===== config.mk =====
export PLATFORM = sky130hd
export DESIGN_NAME = dsp_inverse
export DESIGN_NICKNAME = d
export VERILOG_FILES = /design/src/rtl/dsp_inverse_pkg.sv /design/src/rtl/dsp_inverse_divstep.sv /design/src/rtl/dsp_inverse.sv
export SDC_FILE = /design/constraint.sdc
export NUM_CORES = 1
export LEC_CHECK = 0
export CAP_MARGIN = 20
export CORE_MARGIN = 2
export CORE_UTILIZATION = 60
export CTS_BUF_LIST = sky130_fd_sc_hd__clkbuf_2
export DETAILED_ROUTE_END_ITERATION = 10
export PLACE_DENSITY_LB_ADDON = 0.12
export SLEW_MARGIN = 40
export SYNTH_ARGS = -nofsm -noshare
export SYNTH_HDL_FRONTEND = slang
export SYNTH_HIERARCHICAL = 1
export SYNTH_SLANG_ARGS = --single-unit
export TNS_END_PERCENT = 20

===== constraint.sdc =====
create_clock -name clk -period 3.5 [get_ports clk]
set_input_delay 0.7 -clock clk [delete_from_list [all_inputs] [get_ports clk]]
set_output_delay 0.7 -clock clk [all_outputs]
set_load 0.01 [all_outputs]

===== src/rtl/dsp_inverse_pkg.sv =====
// rtl/dsp_inverse_pkg.sv - shared types and width helpers for dsp_inverse
package dsp_inverse_pkg;

    typedef enum logic [1:0] {
        IDLE = 2'd0,
        DIV  = 2'd1,
        DONE = 2'd2
    } state_e;

    localparam logic MODE_ADD = 1'b0;
    localparam logic MODE_MUL = 1'b1;

    localparam int DEFAULT_DATA_WIDTH = 4;

    function automatic int op_width(input int dw);
        return dw / 2;
    endfunction

    function automatic int cnt_width(input int dw);
        return $clog2(dw);
    endfunction

endpackage


===== src/rtl/dsp_inverse_divstep.sv =====
// rtl/dsp_inverse_divstep.sv - one combinational restoring-division step
module dsp_inverse_divstep #(
    parameter int OW = 2
) (
    input  logic [OW:0]   rem_i,
    input  logic          bit_i,
    input  logic [OW-1:0] divisor_i,
    output logic [OW:0]   rem_o,
    output logic          q_o
);

    logic [OW+1:0] shifted;
    logic [OW:0]   trial;

    // The incoming remainder is always below the divisor, so the difference fits in OW+1 bits.
    assign shifted = {rem_i, bit_i};
    assign q_o     = (shifted >= {2'b00, divisor_i});
    assign trial   = shifted[OW:0] - {1'b0, divisor_i};
    assign rem_o   = q_o ? trial : shifted[OW:0];

endmodule


===== src/rtl/dsp_inverse.sv =====
// rtl/dsp_inverse.sv - iterative inverse of the DSP block (optional remainder via DSP_INVERSE_REM_EN)
module dsp_inverse
    import dsp_inverse_pkg::*;
#(
    parameter int DATA_WIDTH = DEFAULT_DATA_WIDTH
) (
    input  logic                    clk,
    input  logic                    rst_n,
    input  logic                    in_valid,
    output logic                    in_ready,
    input  logic [DATA_WIDTH-1:0]   out_in,
    input  logic [DATA_WIDTH/2-1:0] b,
    input  logic                    m,
    output logic                    out_valid,
    input  logic                    out_ready,
    output logic [DATA_WIDTH/2-1:0] a,
    output logic                    ovf,
    output logic                    err
`ifdef DSP_INVERSE_REM_EN
    ,
    output logic [DATA_WIDTH/2-1:0] rem
`endif
);

    localparam int DW = DATA_WIDTH;
    localparam int OW = op_width(DATA_WIDTH);
    localparam int CW = cnt_width(DATA_WIDTH);

    state_e        state_q, state_d;
    logic [DW-1:0] opnd_q, opnd_d;
    logic [OW-1:0] dvs_q, dvs_d;
    logic [DW-1:0] quot_q, quot_d;
    logic [OW:0]   prem_q, prem_d;
    logic [CW-1:0] cnt_q, cnt_d;
    logic [OW-1:0] a_q, a_d;
    logic          ovf_q, ovf_d;
    logic          err_q, err_d;
`ifdef DSP_INVERSE_REM_EN
    logic [OW-1:0] rem_q, rem_d;
`endif

    logic          accept;
    logic [DW:0]   diff;
    logic [OW:0]   step_rem;
    logic          step_q;
    logic [DW-1:0] quot_fin;

    assign in_ready  = (state_q == IDLE);
    assign out_valid = (state_q == DONE);
    assign accept    = in_valid & in_ready;
    assign diff      = {1'b0, out_in} - (DW+1)'(b);

    dsp_inverse_divstep #(.OW(OW)) u_divstep (
        .rem_i     (prem_q),
        .bit_i     (opnd_q[cnt_q]),
        .divisor_i (dvs_q),
        .rem_o     (step_rem),
        .q_o       (step_q)
    );

    always_ff @(posedge clk or negedge rst_n) begin
        if (!rst_n) begin
            state_q <= IDLE;
            opnd_q  <= '0;
            dvs_q   <= '0;
            quot_q  <= '0;
            prem_q  <= '0;
            cnt_q   <= '0;
            a_q     <= '0;
            ovf_q   <= 1'b0;
            err_q   <= 1'b0;
`ifdef DSP_INVERSE_REM_EN
            rem_q   <= '0;
`endif
        end else begin
            state_q <= state_d;
            opnd_q  <= opnd_d;
            dvs_q   <= dvs_d;
            quot_q  <= quot_d;
            prem_q  <= prem_d;
            cnt_q   <= cnt_d;
            a_q     <= a_d;
            ovf_q   <= ovf_d;
            err_q   <= err_d;
`ifdef DSP_INVERSE_REM_EN
            rem_q   <= rem_d;
`endif
        end
    end

    always_comb begin
        state_d  = state_q;
        opnd_d   = opnd_q;
        dvs_d    = dvs_q;
        quot_d   = quot_q;
        prem_d   = prem_q;
        cnt_d    = cnt_q;
        a_d      = a_q;
        ovf_d    = ovf_q;
        err_d    = err_q;
`ifdef DSP_INVERSE_REM_EN
        rem_d    = rem_q;
`endif
        // Quotient bits are deposited MSB first at the position of the current step.
        quot_fin        = quot_q;
        quot_fin[cnt_q] = step_q;

        case (state_q)
            IDLE: begin
                if (accept) begin
                    opnd_d = out_in;
                    dvs_d  = b;
                    if (m == MODE_MUL) begin
                        if (b == '0) begin
                            a_d     = '0;
                            ovf_d   = 1'b0;
                            err_d   = 1'b1;
`ifdef DSP_INVERSE_REM_EN
                            rem_d   = '0;
`endif
                            state_d = DONE;
                        end else begin
                            prem_d  = '0;
                            quot_d  = '0;
                            cnt_d   = CW'(DW - 1);
                            state_d = DIV;
                        end
                    end else begin
                        a_d     = diff[OW-1:0];
                        ovf_d   = diff[DW] | (|diff[DW-1:OW]);
                        err_d   = 1'b0;
`ifdef DSP_INVERSE_REM_EN
                        rem_d   = '0;
`endif
                        state_d = DONE;
                    end
                end
            end
            DIV: begin
                quot_d = quot_fin;
                prem_d = step_rem;
                cnt_d  = cnt_q - 1'b1;
                if (cnt_q == '0) begin
                    cnt_d   = '0;
                    a_d     = quot_fin[OW-1:0];
                    err_d   = 1'b0;
`ifdef DSP_INVERSE_REM_EN
                    rem_d   = step_rem[OW-1:0];
                    ovf_d   = (|quot_fin[DW-1:OW]) | (|step_rem);
`else
                    ovf_d   = |quot_fin[DW-1:OW];
`endif
                    state_d = DONE;
                end
            end
            DONE: begin
                if (out_ready) begin
                    state_d = IDLE;
                end
            end
            default: begin
                state_d = IDLE;
            end
        endcase
    end

    assign a   = a_q;
    assign ovf = ovf_q;
    assign err = err_q;
`ifdef DSP_INVERSE_REM_EN
    assign rem = rem_q;
`endif

endmodule

======== Word-level counts from Yosys, hierarchy flattened ========
Index checks and enable logic that the tools add are counted.
storage, ports and cells
  register bits after elaboration ......... 21
  latch bits .............................. 0
  bits in writable memories ............... 0
  bits in read-only memories .............. 0
  output and inout port bits .............. 6
  word-level logic and storage cells ...... 76
  memories kept ........................... 0
operators by class
  add/subtract/negate cells ............... 3
  $mul .................................... 0
  divide/modulo/power cells ............... 0
  $lt $le $gt $ge ......................... 3
  equal/unequal tests ..................... 8
  shift-type cells ........................ 0
  muxes and demuxes ....................... 40
  bitwise gates (word level) .............. 2
  reductions and logical operators ........ 11
operators with widths
  kind                count
  $mux 2              13
  $mux 3              4
  $mux 4              3
  $mux 1              10
  $pmux 2 s2          2
  $pmux 4 s2          1
  $reduce_and 4->1    2
  $logic_not 2->1     3
  $ne 2x1->1 const B  3
  $pmux 2 s3          1
  $pmux 3 s2          1
  $sub 4x2->5         1
  $bwmux 4            1
  $ge 4x2->1          1
  $ne 2x2->1 const B  2
  $pmux 1 s2          2
  $reduce_or 2->1     2
  $lt 2x3->1 const B  1
  $ne 3x2->1 const B  1
  $reduce_and 3->1    1
  $sub 3x2->3         1
  $bmux 1 s2          1
  $demux 1 s2         1
  $eq 2x1->1 const B  1
  other kinds (8)     8

======== Longest topological paths before layout ========
Gate-level depths: netlist of the first run.
  depth in word-level cells ............... 8
  depth in mapped cells ................... 9
  depth with buffers taken out ............ 8

======== Hierarchy ========
Netlist of the first run, hierarchy kept.
modules (own cells, without submodules)
  module               instances  cells an instance  area an instance (sq um)
  dsp_inverse          1          104                1113.6
  dsp_inverse_divstep  1          13                 111.4

======== Least setup slack after synthesis of the first run ========
OpenSTA, ideal clock, no wires.
  path type ............................... reg-to-reg
  from .................................... reg cnt_q[0]
  to ...................................... reg a_q[0] (netlist: a[0])
  data arrival time ....................... 2055 ps
  setup slack ............................. 1320 ps
  stages on the path, launching flop included .. 10
  period minus slack after synthesis ...... 2180 ps
  cells stage by stage .................... dfrtp_1 buf_2 mux4_2 inv_1 ha_1 fa_1 nand3_2 mux2i_1 o21ai_1 mux2_2
RTL lines
  element                       line                       source
  start, declared               dsp_inverse.sv:34          logic [CW-1:0] cnt_q, cnt_d;
  start signal, assigned        dsp_inverse.sv:81          cnt_q <= cnt_d;
  $bmux 1 s2                    dsp_inverse.sv:55          .bit_i (opnd_q[cnt_q]),
  $mux 1 (implied by the code)  dsp_inverse.sv:55
  $ge 4x2->1                    dsp_inverse_divstep.sv:17  assign q_o = (shifted >= {2'b00, divisor_i});
  named net step_q              dsp_inverse.sv:45          logic step_q;
  $bwmux 4                      dsp_inverse.sv:106         quot_fin[cnt_q] = step_q;
  $mux 2                        dsp_inverse.sv:143         if (cnt_q == '0) begin
  $pmux 2 s2                    dsp_inverse.sv:108         case (state_q)
  end signal, assigned          dsp_inverse.sv:69          a_q <= '0;
  end signal, assigned          dsp_inverse.sv:82          a_q <= a_d;
  end, declared                 dsp_inverse.sv:35          logic [OW-1:0] a_q, a_d;
The timed path passes the listed nets, and every way through them passes these cells. The select of a mux whose other input is x is not followed.
A chain may end at the register's enable or synchronous reset.

======== Final worst setup path of the first run ========
Same ends and word-level chain as after synthesis.

==> results of run 1 <==
==> critical path: stages (launching register included) <==
cell and delay (ps):
dfrtp_1 580, mux4_2 540, inv_1 90, ha_1 180, fa_1 260, nand3_2 170, mux2i_1 230, o21ai_1 80
mux2_2 270
==> metrics by stage <==
stage / hold WS [ps] / instance area, um2 / power (uW)
final: 279.0 / 1408 / 1198
after floorplan: 404.4 / 1225 / 914.8
after detailed placement: 474.9 / 1388 / 1089
after global placement: 463.6 / 1393 / 1058
after global routing: 302.3 / 1408 / 1280
after CTS: 284.1 / 1408 / 1195
==> cells by family after synthesis <==
kind of cell	after synthesis	share of synthesized area, %
AND/OR/NAND/NOR	41	19.82
buffers and inverters	11	4.290
AO/OA/AOI/OAI	22	10.93
adder cells (fa/ha/maj)	6	7.355
XOR/XNOR	1	0.7151
flip-flops	21	42.90
multiplexers	15	13.99
==> synthesized netlist by cell type, drive strengths merged <==
library cell  instances  share of area [%]
a21oi                 4                1.6
a22oi                 1                1.0
a2bb2oi               1               0.72
a31oi                 2                1.0
buf                   4                2.1
dfrtp                21                 43
fa                    2                3.3
ha                    4                4.1
inv                   7                2.1
mux2                  7                6.4
mux2i                 7                5.7
mux4                  1                1.8
nand2                12                3.7
nand2b                4                2.0
nand3                 1               0.82
nand3b                3                1.8
nor2                  7                2.3
nor2b                 3                1.7
nor3                  3                1.2
nor3b                 4                3.8
o21ai                10                4.1
o22ai                 2                1.0
o2bb2ai               2                1.4
or2b                  1               0.61
or3                   2                1.0
or3b                  1               0.72
xnor2                 1               0.72
==> routing by layer <==
layer  wire [um]  track usage [%]
met1        1062            26.79
met2        1197            37.84
met3          93            4.294
met4          21            6.190
met5           0                0
==> worst paths after layout <==
check / end / startpoint
max in group asynchronous: opnd_q[0]$_DFFE_PN0P_ / rst_n
worst max register to register: a[0]$_DFFE_PN0P_ / cnt_q[0]$_DFFE_PN0P_
worst max-delay path: a[0]$_DFFE_PN0P_ / cnt_q[0]$_DFFE_PN0P_
worst min register to register: a[1]$_DFFE_PN0P_ / a[1]$_DFFE_PN0P_
worst min-delay path: a[0]$_DFFE_PN0P_ / rst_n
min in group clk: a[1]$_DFFE_PN0P_ / a[1]$_DFFE_PN0P_
==> final cells by class <==
class | count | area, um2
Multi-Input combinational cell | 85 | 646.9
Inverter | 7 | 26.28
Sequential cell | 21 | 525.5
Tap cell | 27 | 33.78
Clock buffer | 4 | 20.02
Timing Repair Buffer | 16 | 155.1
Fill cell | 145 | 534.3
==> flip-flops by register name, indices dropped and copies added (netlist names) <==
| register | flops |
|---|---|
| a | 2 |
| cnt_q | 2 |
| dvs_q | 2 |
| err | 1 |
| opnd_q | 4 |
| ovf | 1 |
| prem_q | 3 |
| quot_q | 4 |
| state_q | 2 |
==> power groups by stage <==
stage	logic [uW]	registers, uW	clock network (uW)
floorplan	493	421	0
global placement	602	456	0
detailed placement	630	459	0
CTS	634	453	108
global route	696	471	113
finish	637	454	107
==> impl_metrics.tcl, run 1 <==
set metrics [dict create \
    power_density_nw_per_um2 851.0 \
    skew_ps 12.85 \
    drt-pass1-iter-count 4 \
    p_seq_share_pct 37.9 \
    cts-buffers-inserted 3 \
    syn_area_um2 1225 \
    fmax_mhz 402.6 \
    dieArea_um2 2419 \
    syn_area_per_cell_um2 10.47 \
    crit_fanout 9 \
    drc_errors 0 \
    worst-r2r-setup-slack_ps 1020 \
    final_cell_mix "dfrtp_1 (21), clkdlybuf4s50_1 (15), nand2_1 (12), o21ai_0 (9)" \
    num_vias 935 \
    stdcell_count 160 \
    grt_pass1_wl_um 4022 \
    place_inst 156 \
    power_frac_comb_pct 53.2 \
    overflow 0 \
    cts-root-buf "clkbuf_2" \
    core_um2 1942 \
    internal-power_uw 702.2 \
    clock_path_buffers 2 \
    drt-initial-drc-count 22 \
    syn_nets 134 \
    hold_path_class "in2async" \
    hpwlAfterDp_um 1773 \
    viasPerCell 5.844 \
    die_w_um 49.19 \
    ys_seq_elements 21 \
    yosys_warnings 6 \
    area_delta_synth_final_pct 14.91 \
    worst_slew_pin_slew_ps 506.3 \
    synth_sequential_area_ratio_pct 42.90 \
    setup_slack_ps 1016 \
    reg2regPathDepth 8 \
    endpoint_kind "flop" \
    max_slew_margin_pct 66.10 \
    clock_latency_ps 330 \
    peakVddDrop_mv 0.5650 \
    cap_violations 0 \
    clk_pin_slew_ps 210 \
    cp-start-kind "flop" \
    period_share_pct 70.97 \
    status "completed" \
    leakage_uw 0.0006196 \
    rsz0062_at_grt "false" \
    gp_congestion 0.8134 \
    cts_setup_buffers 0 \
    finalSetupTns_ps 0 \
    antenna_found_initial 0 \
    htree_levels 1 \
    swShare_pct 41.38 \
    cts.sinks 21 \
    worstSetupPathType "reg2reg" \
    hold_buffers 0 \
    wirelength_um 2376 \
    hold_viol_final 0 \
    cp_data_arrival_time_ps 2740 \
    ant_nets 0 \
    cts_tree "yes" \
    p_clk_share_pct 9.0 \
    critPathRequiredTime_ps 3750 \
    nNetsFinal 151 \
    portBuffers 16 \
    post_drt_wl_per_cell_um 14.85 \
    cts_resized 0 \
    grt_max_degree 22 \
    setup_violations 0 \
    die_h_um 49.19 \
    period_minus_slack_ps 2484 \
    io_pins 17 \
    antennaDiodeCount 0 \
    dp_slack_ps 1058 \
    row_count 16 \
    grt_pass1_vias 909 \
    synth.distinct_cells 33 \
    layout_commonest_cell "dfrtp_1" \
    slew_violations 0 \
    synth_cells 117 \
    drive_gt1_share_pct 15.04 \
    grt_use_total_pct 21.58 \
    initial_core_util_pct 63.08 \
    post-route-util_pct 72.49 \
    switchingPower_uw 495.7 \
]
No activity file was read; power rests on OpenSTA's default activity.
==> run 2, diff against run 1 <==
- CORE_UTILIZATION: 60 -> 50
- clock period: 3.5 -> 2.2 ns (I/O delays scaled with it)
==> impl_metrics.tcl, run 2 (same netlist as run 1, synthesis figures left out) <==
set metrics [dict create \
    status "completed" \
    grt_max_degree 22 \
    num_vias 947 \
    grt_use_total_pct 22.41 \
    clk_pin_slew_ps 210 \
    die_w_um 53.50 \
    fin_hold_ws_ps 423.6 \
    clock_path_buffers 2 \
    die_h_um 53.50 \
    critPathRequiredTime_ps 2430 \
    place_inst 165 \
    top_regs "opnd_q x4, quot_q x4, prem_q x3" \
    finalSetupTns_ps 0 \
    cts_tree "yes" \
    clock_latency_ps 320 \
    max_stage_delay_ps 510 \
    worstSetupPathType "reg2reg" \
    post_drt_wl_per_cell_um 16.08 \
    worst_slew_pin_slew_ps 522.6 \
    final_cell_mix "dfrtp_1 (19), clkdlybuf4s50_1 (15), nand2_1 (11), o21ai_0 (9), buf_4 (9)" \
    hold_viol_final 0 \
    cp_data_arrival_time_ps 2330 \
    setup_violations 0 \
    slew_violations 0 \
    leakage_uw 0.0006708 \
    row_count 17 \
    hpwlAfterDp_um 1992 \
    core_um2 2255 \
    critPathTopFamily "multiplexers" \
    nNetsFinal 160 \
    ant_nets 0 \
    skew_ps 4.220 \
    drc_errors 0 \
    layout_commonest_cell "dfrtp_1" \
    drive_gt1_share_pct 25.35 \
    initial_core_util_pct 54.33 \
    peakVddDrop_mv 1.142 \
    endpoint_kind "flop" \
    htree_levels 1 \
    portBuffers 16 \
    crit_fanout 4 \
    dieArea_um2 2862 \
    power_density_nw_per_um2 1425 \
    period_share_pct 95.29 \
    hold_path_class "in2async" \
    drt-pass1-iter-count 4 \
    cts.sinks 21 \
    grt_pass1_wl_um 4443 \
    area_delta_synth_final_pct 24.00 \
    viasPerCell 5.571 \
    gp_congestion 0.7647 \
    cts-root-buf "clkbuf_2" \
    overflow 0 \
    cts-buffers-inserted 3 \
    io_pins 17 \
    cap_violations 0 \
    critPathBufInv 1 \
    wirelength_um 2733 \
    drt-initial-drc-count 15 \
    cp-start-kind "flop" \
    antennaDiodeCount 0 \
    rsz0062_at_grt "false" \
    period_minus_slack_ps 2096 \
    worstPathCellList "mux4_2, inv_2, ha_4, fa_2, nand3_4, mux2i_2, o21ai_1, mux2_2" \
    antenna_found_initial 0 \
    fmax_mhz 477.0 \
    max_slew_margin_pct 65.16 \
    worst_path_max_delay_cell "mux4_2" \
    stdcell_count 170 \
    grt_pass1_vias 980 \
]
## run 2: cell types whose count changed in the layout (fill, tap and decap cells not counted), moves of 2 or more
cell,change
mux2i_2,+2
buf_4,+9
dfrtp_2,+2
mux2i_1,-2
dfrtp_1,-2
## run 2: power breakdown
part	leakage, uW	internal, uW	total [uW]	switching (uW)
Clock	0.0000166	48.1	170	122
Sequential	0.000257	555	707	152
Combinational	0.000397	676	1290	612
Total	0.000671	1280	2160	886
## run 2: cell type report
cell class	instances	area (um2)
fillers	193	735.7
clock buffers	4	20.02
multi-input cells	85	679.4
well taps	28	35.03
inverters	7	26.28
repair buffers	25	230.2
flip-flops and latches	21	528.0
## run 2: worst paths after layout
check | from | endpoint | slack, ps | cells after the start
worst max-delay path | cnt_q[0]$_DFFE_PN0P_ | a[0]$_DFFE_PN0P_ | 100 | 8
worst min-delay path | rst_n | a[1]$_DFFE_PN0P_ | 420 | 2
worst max register to register | cnt_q[0]$_DFFE_PN0P_ | a[0]$_DFFE_PN0P_ | 100 | 8
worst min register to register | err$_DFFE_PN0P_ | err$_DFFE_PN0P_ | 520 | 2
max in group asynchronous | rst_n | state_q[1]$_DFFE_PN0P_ | 1540 | 2
min in group clk | err$_DFFE_PN0P_ | err$_DFFE_PN0P_ | 520 | 2
## run 2: what timing repair did
item	CTS	global route
setup buffers	0	1
hold buffers	0	0
endpoints found under the setup margin	0	6
gates resized for setup	0	11
## run 2: per-layer routing
| layer | global-route usage (%) | wire, um | part of all wire (%) | vias up |
|---|---|---|---|---|
| met5 | 0 | 0 | 0 | - |
| met4 | 7.692 | 16 | 0.59 | 0 |
| met3 | 3.672 | 89 | 3.3 | 2 |
| met2 | 40.95 | 1417 | 52 | 16 |
| met1 | 25.98 | 1210 | 44 | 471 |
| li1 | - | - | - | 458 |
## run 2: stage by stage
step | utilization [%] | power [uW] | instance area, um2 | setup WS [ps]
6_report | 67.37 | 2165 | 1519 | 103.6
5_1_grt | 67.37 | 2325 | 1519 | 0.6732
4_1_cts | 65.37 | 2010 | 1474 | 43.85
3_5_place_dp | 64.48 | 1845 | 1454 | 17.76
3_3_place_gp | 64.48 | 1784 | 1454 | 53.79
2_1_floorplan | - | 1455 | 1225 | 20.27
## run 2: worst register-to-register path, delay by kind of cell (launching register included)
family | cells | cell delay [ps]
compound gates | 1 | 70
buf+inv | 1 | 100
simple gates | 1 | 90
flops | 1 | 420
fa+ha+maj | 2 | 370
mux | 3 | 960
